<file path="config.mk">
export PLATFORM = sky130hd
export DESIGN_NAME = pipelined_block_adder
export DESIGN_NICKNAME = d
export VERILOG_FILES = /design/src/rtl/pipelined_block_adder.sv
export SDC_FILE = /design/constraint.sdc
export NUM_CORES = 1
export LEC_CHECK = 0
export CAP_MARGIN = 10
export CORE_MARGIN = 1.5
export CORE_UTILIZATION = 49
export CTS_CLUSTER_DIAMETER = 200
export DETAILED_ROUTE_END_ITERATION = 7
export PLACE_DENSITY = 0.71
export SLEW_MARGIN = 20
export SYNTH_ARGS = -nofsm -noshare
export SYNTH_HDL_FRONTEND = slang
export SYNTH_SLANG_ARGS = --single-unit
</file>
<file path="constraint.sdc">
create_clock -name clk -period 2.9 [get_ports clk]
set_input_delay 0.58 -clock clk [delete_from_list [all_inputs] [get_ports clk]]
set_output_delay 0.58 -clock clk [all_outputs]
set_load 0.005 [all_outputs]
</file>
<file path="src/rtl/pipelined_block_adder.sv">
// Pipelined add/subtract unit: the operand is resolved one BLOCK-bit slice per stage.
// The carry is registered between stages, and a valid/ready handshake stalls the whole pipe.
module pipelined_block_adder #(
    parameter int WIDTH = 32,
    parameter int BLOCK = 8
) (
    input  logic             clk,
    input  logic             rst_n,
    input  logic             in_valid,
    output logic             in_ready,
    input  logic [WIDTH-1:0] a,
    input  logic [WIDTH-1:0] b,
    input  logic             cin,
    input  logic             sub,
    output logic             out_valid,
    input  logic             out_ready,
    output logic [WIDTH-1:0] sum,
    output logic             cout,
    output logic             ovf
);
    localparam int NSTAGE = WIDTH / BLOCK;

    if (WIDTH % BLOCK != 0) begin : g_bad_param
        $error("pipelined_block_adder: WIDTH must be a multiple of BLOCK");
    end

    // Taps of each stage's registers; the last stage carries no operands forward.
    logic             stage_valid [NSTAGE];
    logic [WIDTH-1:0] stage_a     [NSTAGE];
    logic [WIDTH-1:0] stage_b     [NSTAGE];
    logic [WIDTH-1:0] stage_sum   [NSTAGE];
    logic             stage_carry [NSTAGE];
    logic             ovf_reg;
    logic             advance;

    // One global enable: a held result freezes every stage, bubbles included.
    assign advance  = !(out_valid && !out_ready);
    assign in_ready = advance;

    for (genvar gi = 0; gi < NSTAGE; gi++) begin : g_stage
        logic             src_valid;
        logic             src_carry;
        logic [WIDTH-1:0] src_a;
        logic [WIDTH-1:0] src_b;
        logic [WIDTH-1:0] src_sum;
        logic [BLOCK:0]   slice_add;
        logic [WIDTH-1:0] sum_next;
        logic             valid_reg;
        logic [WIDTH-1:0] sum_reg;
        logic             carry_reg;

        if (gi == 0) begin : g_first
            // Subtraction is A + ~B + 1, so the carry-in is forced high.
            assign src_valid = in_valid;
            assign src_a     = a;
            assign src_b     = sub ? ~b : b;
            assign src_carry = sub | cin;
            assign src_sum   = '0;
        end else begin : g_next
            assign src_valid = stage_valid[gi-1];
            assign src_a     = stage_a[gi-1];
            assign src_b     = stage_b[gi-1];
            assign src_carry = stage_carry[gi-1];
            assign src_sum   = stage_sum[gi-1];
        end

        assign slice_add = {1'b0, src_a[gi*BLOCK +: BLOCK]}
                         + {1'b0, src_b[gi*BLOCK +: BLOCK]}
                         + {{BLOCK{1'b0}}, src_carry};

        always_comb begin
            sum_next = src_sum;
            sum_next[gi*BLOCK +: BLOCK] = slice_add[BLOCK-1:0];
        end

        always_ff @(posedge clk or negedge rst_n) begin
            if (!rst_n) begin
                valid_reg <= 1'b0;
                sum_reg   <= '0;
                carry_reg <= 1'b0;
            end else if (advance) begin
                valid_reg <= src_valid;
                if (src_valid) begin
                    sum_reg   <= sum_next;
                    carry_reg <= slice_add[BLOCK];
                end
            end
        end

        assign stage_valid[gi] = valid_reg;
        assign stage_sum[gi]   = sum_reg;
        assign stage_carry[gi] = carry_reg;

        if (gi < NSTAGE - 1) begin : g_mid
            logic [WIDTH-1:0] a_reg;
            logic [WIDTH-1:0] b_reg;

            always_ff @(posedge clk or negedge rst_n) begin
                if (!rst_n) begin
                    a_reg <= '0;
                    b_reg <= '0;
                end else if (advance && src_valid) begin
                    a_reg <= src_a;
                    b_reg <= src_b;
                end
            end

            assign stage_a[gi] = a_reg;
            assign stage_b[gi] = b_reg;
        end else begin : g_last
            logic ovf_next;

            // Carry into the MSB is recovered from the MSB sum bit and its operands.
            assign ovf_next = src_a[WIDTH-1] ^ src_b[WIDTH-1] ^ sum_next[WIDTH-1]
                            ^ slice_add[BLOCK];

            always_ff @(posedge clk or negedge rst_n) begin
                if (!rst_n) begin
                    ovf_reg <= 1'b0;
                end else if (advance && src_valid) begin
                    ovf_reg <= ovf_next;
                end
            end

            assign stage_a[gi] = '0;
            assign stage_b[gi] = '0;
        end
    end

    assign out_valid = stage_valid[NSTAGE-1];
    assign sum       = stage_sum[NSTAGE-1];
    assign cout      = stage_carry[NSTAGE-1];
    assign ovf       = ovf_reg;
endmodule

</file>
==> results of run 1 <==
[routing by layer]
| layer | GRT usage (%) | routed length (um) |
|---|---|---|
| met5 | 0 | 0 |
| met4 | 7.11 | 303 |
| met3 | 5.22 | 699 |
| met2 | 31.9 | 7820 |
| met1 | 24.1 | 7040 |
[worst reg2reg max path, stage by stage, from the launching register on]
cell and delay (ns):
dfrtp_1 0.40, fa_1 0.49, fa_1 0.46, a211oi_2 0.29, nor4b_1 0.12, a211oi_2 0.28
xnor2_1 0.15, o21ai_1 0.07
[final cells by class]
type	instances	area (um2)
sequential	185	4630
multi-input combinational	425	3540
clock inverter	12	149
clock buffer	19	443
inverter	16	60.1
timing repair buffer	121	1230
tap	220	275
fill	1305	6380
[power by group]
part / total, mW / switching [mW] / internal (mW) / leakage (nW)
combinational: 4.36 / 2.08 / 2.27 / 2.04
clock: 2.31 / 0.940 / 1.37 / 0.293
sequential: 4.40 / 0.657 / 3.75 / 2.23
total: 11.1 / 3.68 / 7.39 / 4.56
[Yosys cell counts, types with 3 or more instances]
| master | instances | area [um2] |
|---|---|---|
| a211oi_1 | 7 | 52.6 |
| a21o_1 | 6 | 45.0 |
| a21oi_1 | 15 | 75.1 |
| and3_1 | 3 | 18.8 |
| buf_2 | 15 | 75.1 |
| buf_4 | 5 | 37.5 |
| buf_6 | 8 | 90.1 |
| dfrtp_1 | 185 | 4630 |
| fa_1 | 8 | 160 |
| ha_1 | 28 | 350 |
| inv_1 | 16 | 60.1 |
| mux2_1 | 125 | 1410 |
| nand2_1 | 62 | 233 |
| nand2b_1 | 3 | 18.8 |
| nand4_1 | 3 | 18.8 |
| nor2_1 | 7 | 26.3 |
| nor2b_1 | 3 | 18.8 |
| nor3_1 | 4 | 20.0 |
| o211ai_1 | 4 | 30.0 |
| o21ai_0 | 32 | 160 |
| o21ai_1 | 27 | 135 |
| o21bai_1 | 4 | 30.0 |
| o31ai_1 | 8 | 60.1 |
| xnor2_1 | 30 | 263 |
| xor2_1 | 20 | 175 |
[worst max path at each step]
stage          from                    end  cells after the start
2_1_floorplan   sub  g_stage[0].sum_reg[6]                     11
3_3_place_gp    cin  g_stage[0].sum_reg[6]                     10
3_5_place_dp    cin  g_stage[0].sum_reg[6]                     10
4_1_cts         cin  g_stage[0].sum_reg[6]                     10
5_1_grt         cin  g_stage[0].sum_reg[6]                     10
6_report        cin  g_stage[0].sum_reg[6]                     10
[per-stage QoR]
step | utilization (%) | setup TNS (ns) | area, um2 | hold slack [ns]
after global placement | 58.3 | 0 | 9730 | 0.463
after global routing | 61.8 | 0 | 10300 | 0.178
after detailed placement | 58.3 | -0.0495 | 9730 | 0.468
after CTS | 61.8 | 0 | 10300 | 0.163
after floorplan | - | 0 | 8430 | 0.284
final | 61.8 | 0 | 10300 | 0.140
[cell families (layout without fill, tap and decap cells)]
group / after synthesis / after routing / share of synthesized area [%]
flops: 185 / 185 / 54.9
mux: 127 / 127 / 17.0
compound gates: 115 / 115 / 8.38
simple gates: 97 / 97 / 5.24
xor+xnor: 50 / 50 / 5.20
buf+inv: 46 / 168 / 3.21
fa+ha+maj: 36 / 36 / 6.06
==> results.sh, run 1 <==
export IMPL_syn_area_um2=8430
export IMPL_path_class="in -> reg"
export IMPL_synthArstFlopShare_pct=100
export IMPL_die_x_um=134
export IMPL_synth_edf_count=0
export IMPL_initial_core_util_pct=50.4
export IMPL_ctsHoldBuffers=0
export IMPL_hold_viol_final=0
export IMPL_die_area_um2=18000
export IMPL_cts_buffer_depth=2
export IMPL_antenna_cells=0
export IMPL_crit_top_cell="fa_1"
export IMPL_relSlewSlack_pct=58.1
export IMPL_layout_min_cycle_time_ns=2.51
export IMPL_cts_tree="yes"
export IMPL_grt_pass1_wl_um=26700
export IMPL_grt_pass1_vias=5463
export IMPL_clock_sinks=185
export IMPL_layout_commonest_cell="dfrtp_1"
export IMPL_viasPerCell=5.22
export IMPL_fp_dieH_um=134
export IMPL_place_congestion=0.903
export IMPL_final_cells=998
export IMPL_antenna_found_initial=0
export IMPL_synth_warnings=0
export IMPL_finalClockSkew_ns=0.00958
export IMPL_drive_gt1_share_pct=7.97
export IMPL_ys_seq_area_share_pct=54.9
export IMPL_grt_overflow_total=0
export IMPL_io_buffer_count=105
export IMPL_tightest_slew_ns=0.628
export IMPL_path_buf_inv=2
export IMPL_wl_um=15900
export IMPL_synth_cell_types=43
export IMPL_clock_latency_ns=0.43
export IMPL_endpoint_kind="register"
export IMPL_grt_max_degree=71
export IMPL_critical_path_slowest_cell="or4_1"
export IMPL_crit_family="simple AND/OR/NAND/NOR gates"
export IMPL_min_path_type="in -> async"
export IMPL_timing_reg2reg_setup_slack_ns=0.52
export IMPL_coreArea_um2=16700
export IMPL_grt_usage_pct=19.1
export IMPL_cts_resized=0
export IMPL_drt_pass1_iterations=4
export IMPL_worstPathCellList="clkdlybuf4s50_1, or2_2, fa_1, inv_1, fa_1, nor2b_4, o21ai_2, a21boi_2, or4_1, nand3_1"
export IMPL_final_max_slew_violation_count=0
export IMPL_avgRoutedWirePerCell_um=15.9
export IMPL_vias=5214
export IMPL_dp_cells=967
export IMPL_drv_cap=0
export IMPL_ctsRootBufferMaster="clkbuf_16"
export IMPL_preCtsSetupSlack_ns=-0.0495
export IMPL_finalCritPeriodShare_pct=86.6
export IMPL_rsz0062_at_grt="false"
export IMPL_yosys_most_used_dff="dfrtp_1"
export IMPL_final_cell_mix="dfrtp_1, mux2_1, clkdlybuf4s50_1, nand2_1, o21ai_0"
export IMPL_r2r_cells=7
export IMPL_crit_fanout=4
export IMPL_areaGrowthSynthToFinish_pct=22.5
export IMPL_clkTransAtPathRegs_ns=0.06
export IMPL_h_tree_depth=4
export IMPL_drt_iter0_markers=208
export IMPL_r2r_start="g_stage[2].carry_reg"
export IMPL_io_pins=106
export IMPL_slowest_delay_ns=0.47
export IMPL_rows=47
export IMPL_detail_route_antenna_nets=0
export IMPL_powerDensity_nw_per_um2=1070
export IMPL_ir_worst_vdd_mv=0.555
export IMPL_power_mw=11.1
export IMPL_outcome="completed"
export IMPL_dp_hpwl_um=11800
export IMPL_ys_ff_latch=185
export IMPL_syn_mean_instance_area_um2=12.8
export IMPL_synth_nets=762
export IMPL_cp_start_kind="primary input"
export IMPL_reg2reg_to="ovf"
export IMPL_fmax_mhz=398
export IMPL_syn_inst=656
export IMPL_post_cts_buffers=0
export IMPL_critical_path_arrival_ns=2.87
export IMPL_p_leak_nw=4.56
export IMPL_nNetsFinal=872
export IMPL_cts_made_buffers=17
export IMPL_setup_slack_ns=0.389
export IMPL_setup_viol=0
export IMPL_worstPathRequired_ns=3.26
export IMPL_drc_errors=0
Note: power is estimated with default switching activity, not from simulation.
==> run 2: changes to the inputs <==
ABC_AREA = 1   (was unset)
SLEW_MARGIN = 15   (was 20)
==> run 2 against run 1 <==
Net effect:
- sequential power is 5.5% lower
- flip-flop and latch count unchanged
- power down 6.8%
- cell area grew 1.6%
- global-route usage grew 1.1 points
- non-clock buffer count decreased by 5
- critical path type is now in -> out
- largest power group unchanged
==> results.sh, run 2 <==
export IMPL_timing_reg2reg_setup_slack_ns=0.87
export IMPL_ir_worst_vdd_mv=0.561
export IMPL_cts_made_buffers=17
export IMPL_cp_start_kind="primary input"
export IMPL_synth_area_leaders="dfrtp_1, nand2_1, ha_1"
export IMPL_fp_dieH_um=136
export IMPL_powerDensity_nw_per_um2=983
export IMPL_outcome="completed"
export IMPL_met1_length_um=8910
export IMPL_die_area_um2=18600
export IMPL_cts_resized=0
export IMPL_ctsHoldBuffers=0
export IMPL_synth_warnings=0
export IMPL_ys_seq_area_share_pct=53.2
export IMPL_comb_power_share_pct=36.9
export IMPL_drv_cap=0
export IMPL_vias=6436
export IMPL_rsz0062_at_grt="false"
export IMPL_grt_pass1_wl_um=29600
export IMPL_seq_area_um2=4630
export IMPL_io_pins=106
export IMPL_wl_um=17300
export IMPL_reg2reg_to="ovf"
export IMPL_switching_share_pct=36.7
export IMPL_crit_fanout=6
export IMPL_grt_max_degree=86
export IMPL_syn_mean_instance_area_um2=8.66
export IMPL_initial_core_util_pct=50.3
export IMPL_antenna_cells=0
export IMPL_power_frac_clock_pct=22.7
export IMPL_finalCritPeriodShare_pct=85.3
export IMPL_layout_min_cycle_time_ns=2.47
export IMPL_grt_usage_pct=20.3
export IMPL_wl_met3_um=619
export IMPL_r2r_cells=10
export IMPL_yosys_area_top_type_share_pct=53.2
export IMPL_worstPathRequired_ns=2.32
export IMPL_ys_ff_latch=185
export IMPL_clock_latency_ns=0.43
export IMPL_drc_errors=0
export IMPL_seqPwrFrac_pct=40.4
export IMPL_avgRoutedWirePerCell_um=12.9
export IMPL_setup_tns_ns=0
export IMPL_h_tree_depth=4
export IMPL_io_buffer_count=105
export IMPL_hold_viol_final=0
export IMPL_synth_cell_types=27
export IMPL_grt_pass1_vias=6058
export IMPL_relSlewSlack_pct=56.9
export IMPL_multiInputGateArea_um2=3510
export IMPL_routed_top_layer="met4"
export IMPL_nFillCells=1580
export IMPL_drive_gt1_share_pct=5.22
export IMPL_yosys_most_used_dff="dfrtp_1"
export IMPL_antenna_found_initial=0
export IMPL_ctsRootBufferMaster="clkbuf_16"
export IMPL_setup_viol=0
export IMPL_met2WireLength_um=7490
export IMPL_drt_pass1_iterations=4
export IMPL_tightest_slew_ns=0.647
export IMPL_switchingPower_mw=3.79
export IMPL_critical_path_arrival_ns=1.89
export IMPL_intPower_mw=6.53
export IMPL_cts_tree="yes"
export IMPL_synth_most_common_cell="nand2_1"
export IMPL_path_class="in -> out"
export IMPL_detail_route_antenna_nets=0
export IMPL_rows=48
export IMPL_min_path_type="in -> async"
export IMPL_grt_overflow_total=0
export IMPL_post_cts_buffers=0
export IMPL_r2r_start="g_stage[2].carry_reg"
export IMPL_coreArea_um2=17300
export IMPL_fmax_mhz=404
export IMPL_nNetsFinal=1204
export IMPL_finalClockSkew_ns=0.00599
export IMPL_power_mw=10.3
export IMPL_synth_nets=1110
export IMPL_place_congestion=0.870
export IMPL_syn_area_um2=8690
export IMPL_synth_top_cells_by_count="nand2_1, dfrtp_1, inv_1"
export IMPL_synthArstFlopShare_pct=100
export IMPL_drt_iter0_markers=459
export IMPL_cts_buffer_depth=2
export IMPL_post_synth_top_area_cell="dfrtp_1"
export IMPL_p_leak_nw=5.31
export IMPL_synth_edf_count=0
export IMPL_layout_commonest_cell="nand2_1"
export IMPL_syn_inst=1004
export IMPL_dp_hpwl_um=12100
export IMPL_areaGrowthSynthToFinish_pct=20.7
export IMPL_final_cell_mix="nand2_1, dfrtp_1, clkdlybuf4s50_1, inv_1, o21ai_1"
export IMPL_clock_sinks=185
export IMPL_clkTransAtPathRegs_ns=0.06
export IMPL_final_max_slew_violation_count=0
export IMPL_endpoint_kind="output pin"
export IMPL_die_x_um=136
export IMPL_viasPerCell=4.82
## run 2: cell count changes after synthesis, moves of 9 or more
| cell | before | now |
|---|---|---|
| nand3b_1 | 0 | 9 |
| o21ai_1 | 27 | 49 |
| nand2_1 | 62 | 440 |
| mux2_1 | 125 | 0 |
| inv_1 | 16 | 75 |
| nand3_1 | 1 | 31 |
| o21ai_0 | 32 | 46 |
## run 2: layer usage
metal | track usage, % | vias up
li1 | - | 3345
met1 | 30.0 | 2952
met2 | 30.2 | 116
met3 | 3.47 | 23
met4 | 6.68 | 0
met5 | 0 | -
## run 2: kinds of logic after synthesis
group / count (synthesis) / share of synthesized area [%]
DFF: 185 / 53.2
xor gates and xnor gates: 43 / 4.33
and+or+nand+nor: 511 / 23.8
AOI/OAI and AO/OA: 110 / 6.35
adders and majority gates: 36 / 5.87
buffers and inverters: 119 / 6.42
## run 2: worst max-delay path by stage
stage | start | to | slack (ns) | depth (start not counted)
5_1_grt | out_ready | in_ready | 0.36 | 4
4_1_cts | out_ready | in_ready | 0.42 | 4
6_report | out_ready | in_ready | 0.43 | 4
3_5_place_dp | b[0] | g_stage[0].sum_reg[4] | 0.35 | 10
2_1_floorplan | sub | g_stage[0].sum_reg[4] | 0.52 | 11
3_3_place_gp | b[0] | g_stage[0].sum_reg[4] | 0.40 | 10
## run 2: power by group through the flow
stage / Clock (mW) / Combinational [mW] / Sequential, mW
floorplan: 0 / 2.69 / 4.07
CTS: 2.38 / 3.86 / 4.17
finish: 2.34 / 3.81 / 4.16
detailed placement: 0 / 3.81 / 4.21
global route: 2.49 / 4.40 / 4.28
global placement: 0 / 3.72 / 4.18
## run 2: metrics by stage
stage | setup slack (ns) | instance area (um2) | util (%) | cells | hold WS [ns]
after floorplan | 0.518 | 8690 | - | 1004 | 0.284
after global placement | 0.403 | 9890 | 57.2 | 1304 | 0.456
after detailed placement | 0.352 | 9890 | 57.2 | 1304 | 0.458
after CTS | 0.418 | 10500 | 60.7 | 1336 | 0.124
after global routing | 0.362 | 10500 | 60.7 | 1336 | 0.142
final | 0.426 | 10500 | 60.7 | 1336 | 0.107
## run 2: area by class of cell
cell class	count	area share (%)
clock buffer	18	4.19
clock inverter	14	1.55
inverter	78	2.79
multi-input combinational	700	33.4
sequential	185	44.1
tap	225	2.68
timing repair buffer	116	11.2
## run 2: critical path, stage by stage
cell and delay [ns]:
clkdlybuf4s50_1 0.56, nor2_8 0.09, inv_2 0.14, clkdlybuf4s50_1 0.53
==> run 3: changes to the inputs <==
SETUP_SLACK_MARGIN = 0.4   (was unset)
==> run 3 against run 2 <==
Net effect:
- flip-flop and latch count unchanged
- largest power group unchanged
- worst setup slack better by 0.21 ns
- largest cell class unchanged
- cell area is essentially flat
- sequential share of layout area hardly changed
- clock power about the same
- clock skew increased by 0.0012 ns
- first-iteration DRC count shrank 1.7%
- non-clock buffer count unchanged
- global-route usage unchanged
- count of clock-buffer cells in the layout unchanged
- highest routed layer unchanged
- die area did not move
- combinational power about the same
==> results.sh, run 3 (synthesis results as in run 2) <==
export IMPL_outcome="completed"
export IMPL_min_path_type="in -> async"
export IMPL_dp_hpwl_um=12100
export IMPL_clock_sinks=185
export IMPL_clock_latency_ns=0.43
export IMPL_seqPwrFrac_pct=40.4
export IMPL_antenna_found_initial=0
export IMPL_die_x_um=136
export IMPL_drive_gt1_share_pct=5.22
export IMPL_die_area_um2=18600
export IMPL_crit_fanout=6
export IMPL_post_cts_buffers=0
export IMPL_switchingPower_mw=3.79
export IMPL_critical_path_arrival_ns=1.68
export IMPL_endpoint_kind="output pin"
export IMPL_dp_cells=1304
export IMPL_p_leak_nw=5.32
export IMPL_finalCritPeriodShare_pct=78.0
export IMPL_rows=48
export IMPL_cts_made_buffers=17
export IMPL_viasPerCell=4.81
export IMPL_setup_tns_ns=0
export IMPL_grt_usage_pct=20.3
export IMPL_power_frac_clock_pct=22.7
export IMPL_layout_commonest_cell="nand2_1"
export IMPL_h_tree_depth=4
export IMPL_worstPathRequired_ns=2.32
export IMPL_postLayoutCoreUtil_pct=60.7
export IMPL_finalClockSkew_ns=0.00715
export IMPL_place_congestion=0.870
export IMPL_powerDensity_nw_per_um2=983
export IMPL_grt_overflow_total=0
export IMPL_vias=6429
export IMPL_initial_core_util_pct=50.3
export IMPL_avgRoutedWirePerCell_um=12.9
export IMPL_cp_start_kind="register"
export IMPL_hold_viol_final=0
export IMPL_fp_dieH_um=136
export IMPL_drt_pass1_iterations=4
export IMPL_final_cells=1336
export IMPL_path_class="reg -> out"
export IMPL_ir_worst_vdd_mv=0.561
export IMPL_grt_pass1_vias=6058
export IMPL_detail_route_antenna_nets=0
export IMPL_wl_um=17300
export IMPL_coreArea_um2=17300
export IMPL_cts_tree="yes"
export IMPL_nFillCells=1581
export IMPL_areaGrowthSynthToFinish_pct=20.7
export IMPL_switching_share_pct=36.7
export IMPL_fmax_mhz=442
export IMPL_rsz0062_at_grt="false"
export IMPL_comb_power_share_pct=36.9
export IMPL_cts_buffer_depth=2
export IMPL_layout_min_cycle_time_ns=2.26
export IMPL_final_max_slew_violation_count=0
export IMPL_setup_viol=0
export IMPL_ctsRootBufferMaster="clkbuf_16"
export IMPL_drv_cap=0
export IMPL_clkTransAtPathRegs_ns=0.07
export IMPL_grt_pass1_wl_um=29600
export IMPL_nNetsFinal=1204
export IMPL_io_buffer_count=105
export IMPL_grt_max_degree=86
export IMPL_drc_errors=0
export IMPL_relSlewSlack_pct=56.7
export IMPL_io_pins=106
export IMPL_tightest_slew_ns=0.649
export IMPL_final_cell_mix="nand2_1, dfrtp_1, clkdlybuf4s50_1, inv_1, o21ai_1"
export IMPL_drt_iter0_markers=451
export IMPL_antenna_cells=0
export IMPL_intPower_mw=6.53
-- run 3: through the flow --
| stage | hold WS (ns) | worst slack, ns | power [mW] | cell area (um2) |
|---|---|---|---|---|
| final | 0.107 | 0.637 | 10.3 | 10500 |
| after global routing | 0.142 | 0.546 | 11.2 | 10500 |
| after CTS | 0.124 | 0.418 | 10.4 | 10500 |
| after detailed placement | 0.458 | 0.352 | 8.01 | 9890 |
| after global placement | 0.456 | 0.403 | 7.89 | 9890 |
| after floorplan | 0.284 | 0.518 | 6.77 | 8690 |
-- run 3: critical path, stage by stage (launching register included) --
cell             delay (ns)
dfrtp_1                0.38
inv_1                  0.14
nor2_8                 0.07
inv_2                  0.14
clkdlybuf4s50_1        0.53
-- run 3: routing by layer --
metal | track usage, % | vias up | routed length (um) | share of wire (%)
met3 | 3.47 | 23 | 592 | 3.4
met4 | 6.68 | 0 | 252 | 1.5
li1 | - | 3344 | - | -
met5 | 0 | - | 0 | 0
met1 | 30.0 | 2946 | 8940 | 52
met2 | 30.2 | 116 | 7500 | 43
-- run 3: layout make-up --
class | instances | area [um2] | share of cell area [%]
Tap cell | 225 | 282 | 2.68
Clock buffer | 18 | 439 | 4.18
Clock inverter | 14 | 163 | 1.55
Timing Repair Buffer | 116 | 1180 | 11.3
Inverter | 78 | 293 | 2.79
Sequential cell | 185 | 4630 | 44.1
Multi-Input combinational cell | 700 | 3510 | 33.4
-- run 3: final timing paths --
kind,startpoint,end,slack [ns],cells after the start
setup / recovery,out_valid,in_ready,0.64,4
hold / removal,rst_n,sum[20],0.11,1
setup reg to reg,g_stage[2].carry_reg,ovf,0.87,10
hold reg to reg,sum[5],sum[5],0.47,2
max in group asynchronous,rst_n,g_stage[1].g_mid.b_reg[31],2.05,2
min in group clk,sum[5],sum[5],0.47,2
-- run 3: power groups by stage --
stage                     Sequential [mW]  Clock, mW  Combinational (mW)
after global placement               4.18          0                3.72
after global routing                 4.28       2.49                4.40
after floorplan                      4.07          0                2.69
final                                4.17       2.34                3.81
after CTS                            4.17       2.38                3.86
after detailed placement             4.21          0                3.81
-- run 3: repair_timing --
item                       4_1_cts  5_1_grt
setup endpoints to repair        0        1
resized for setup                0        1
hold buffers                     0        0
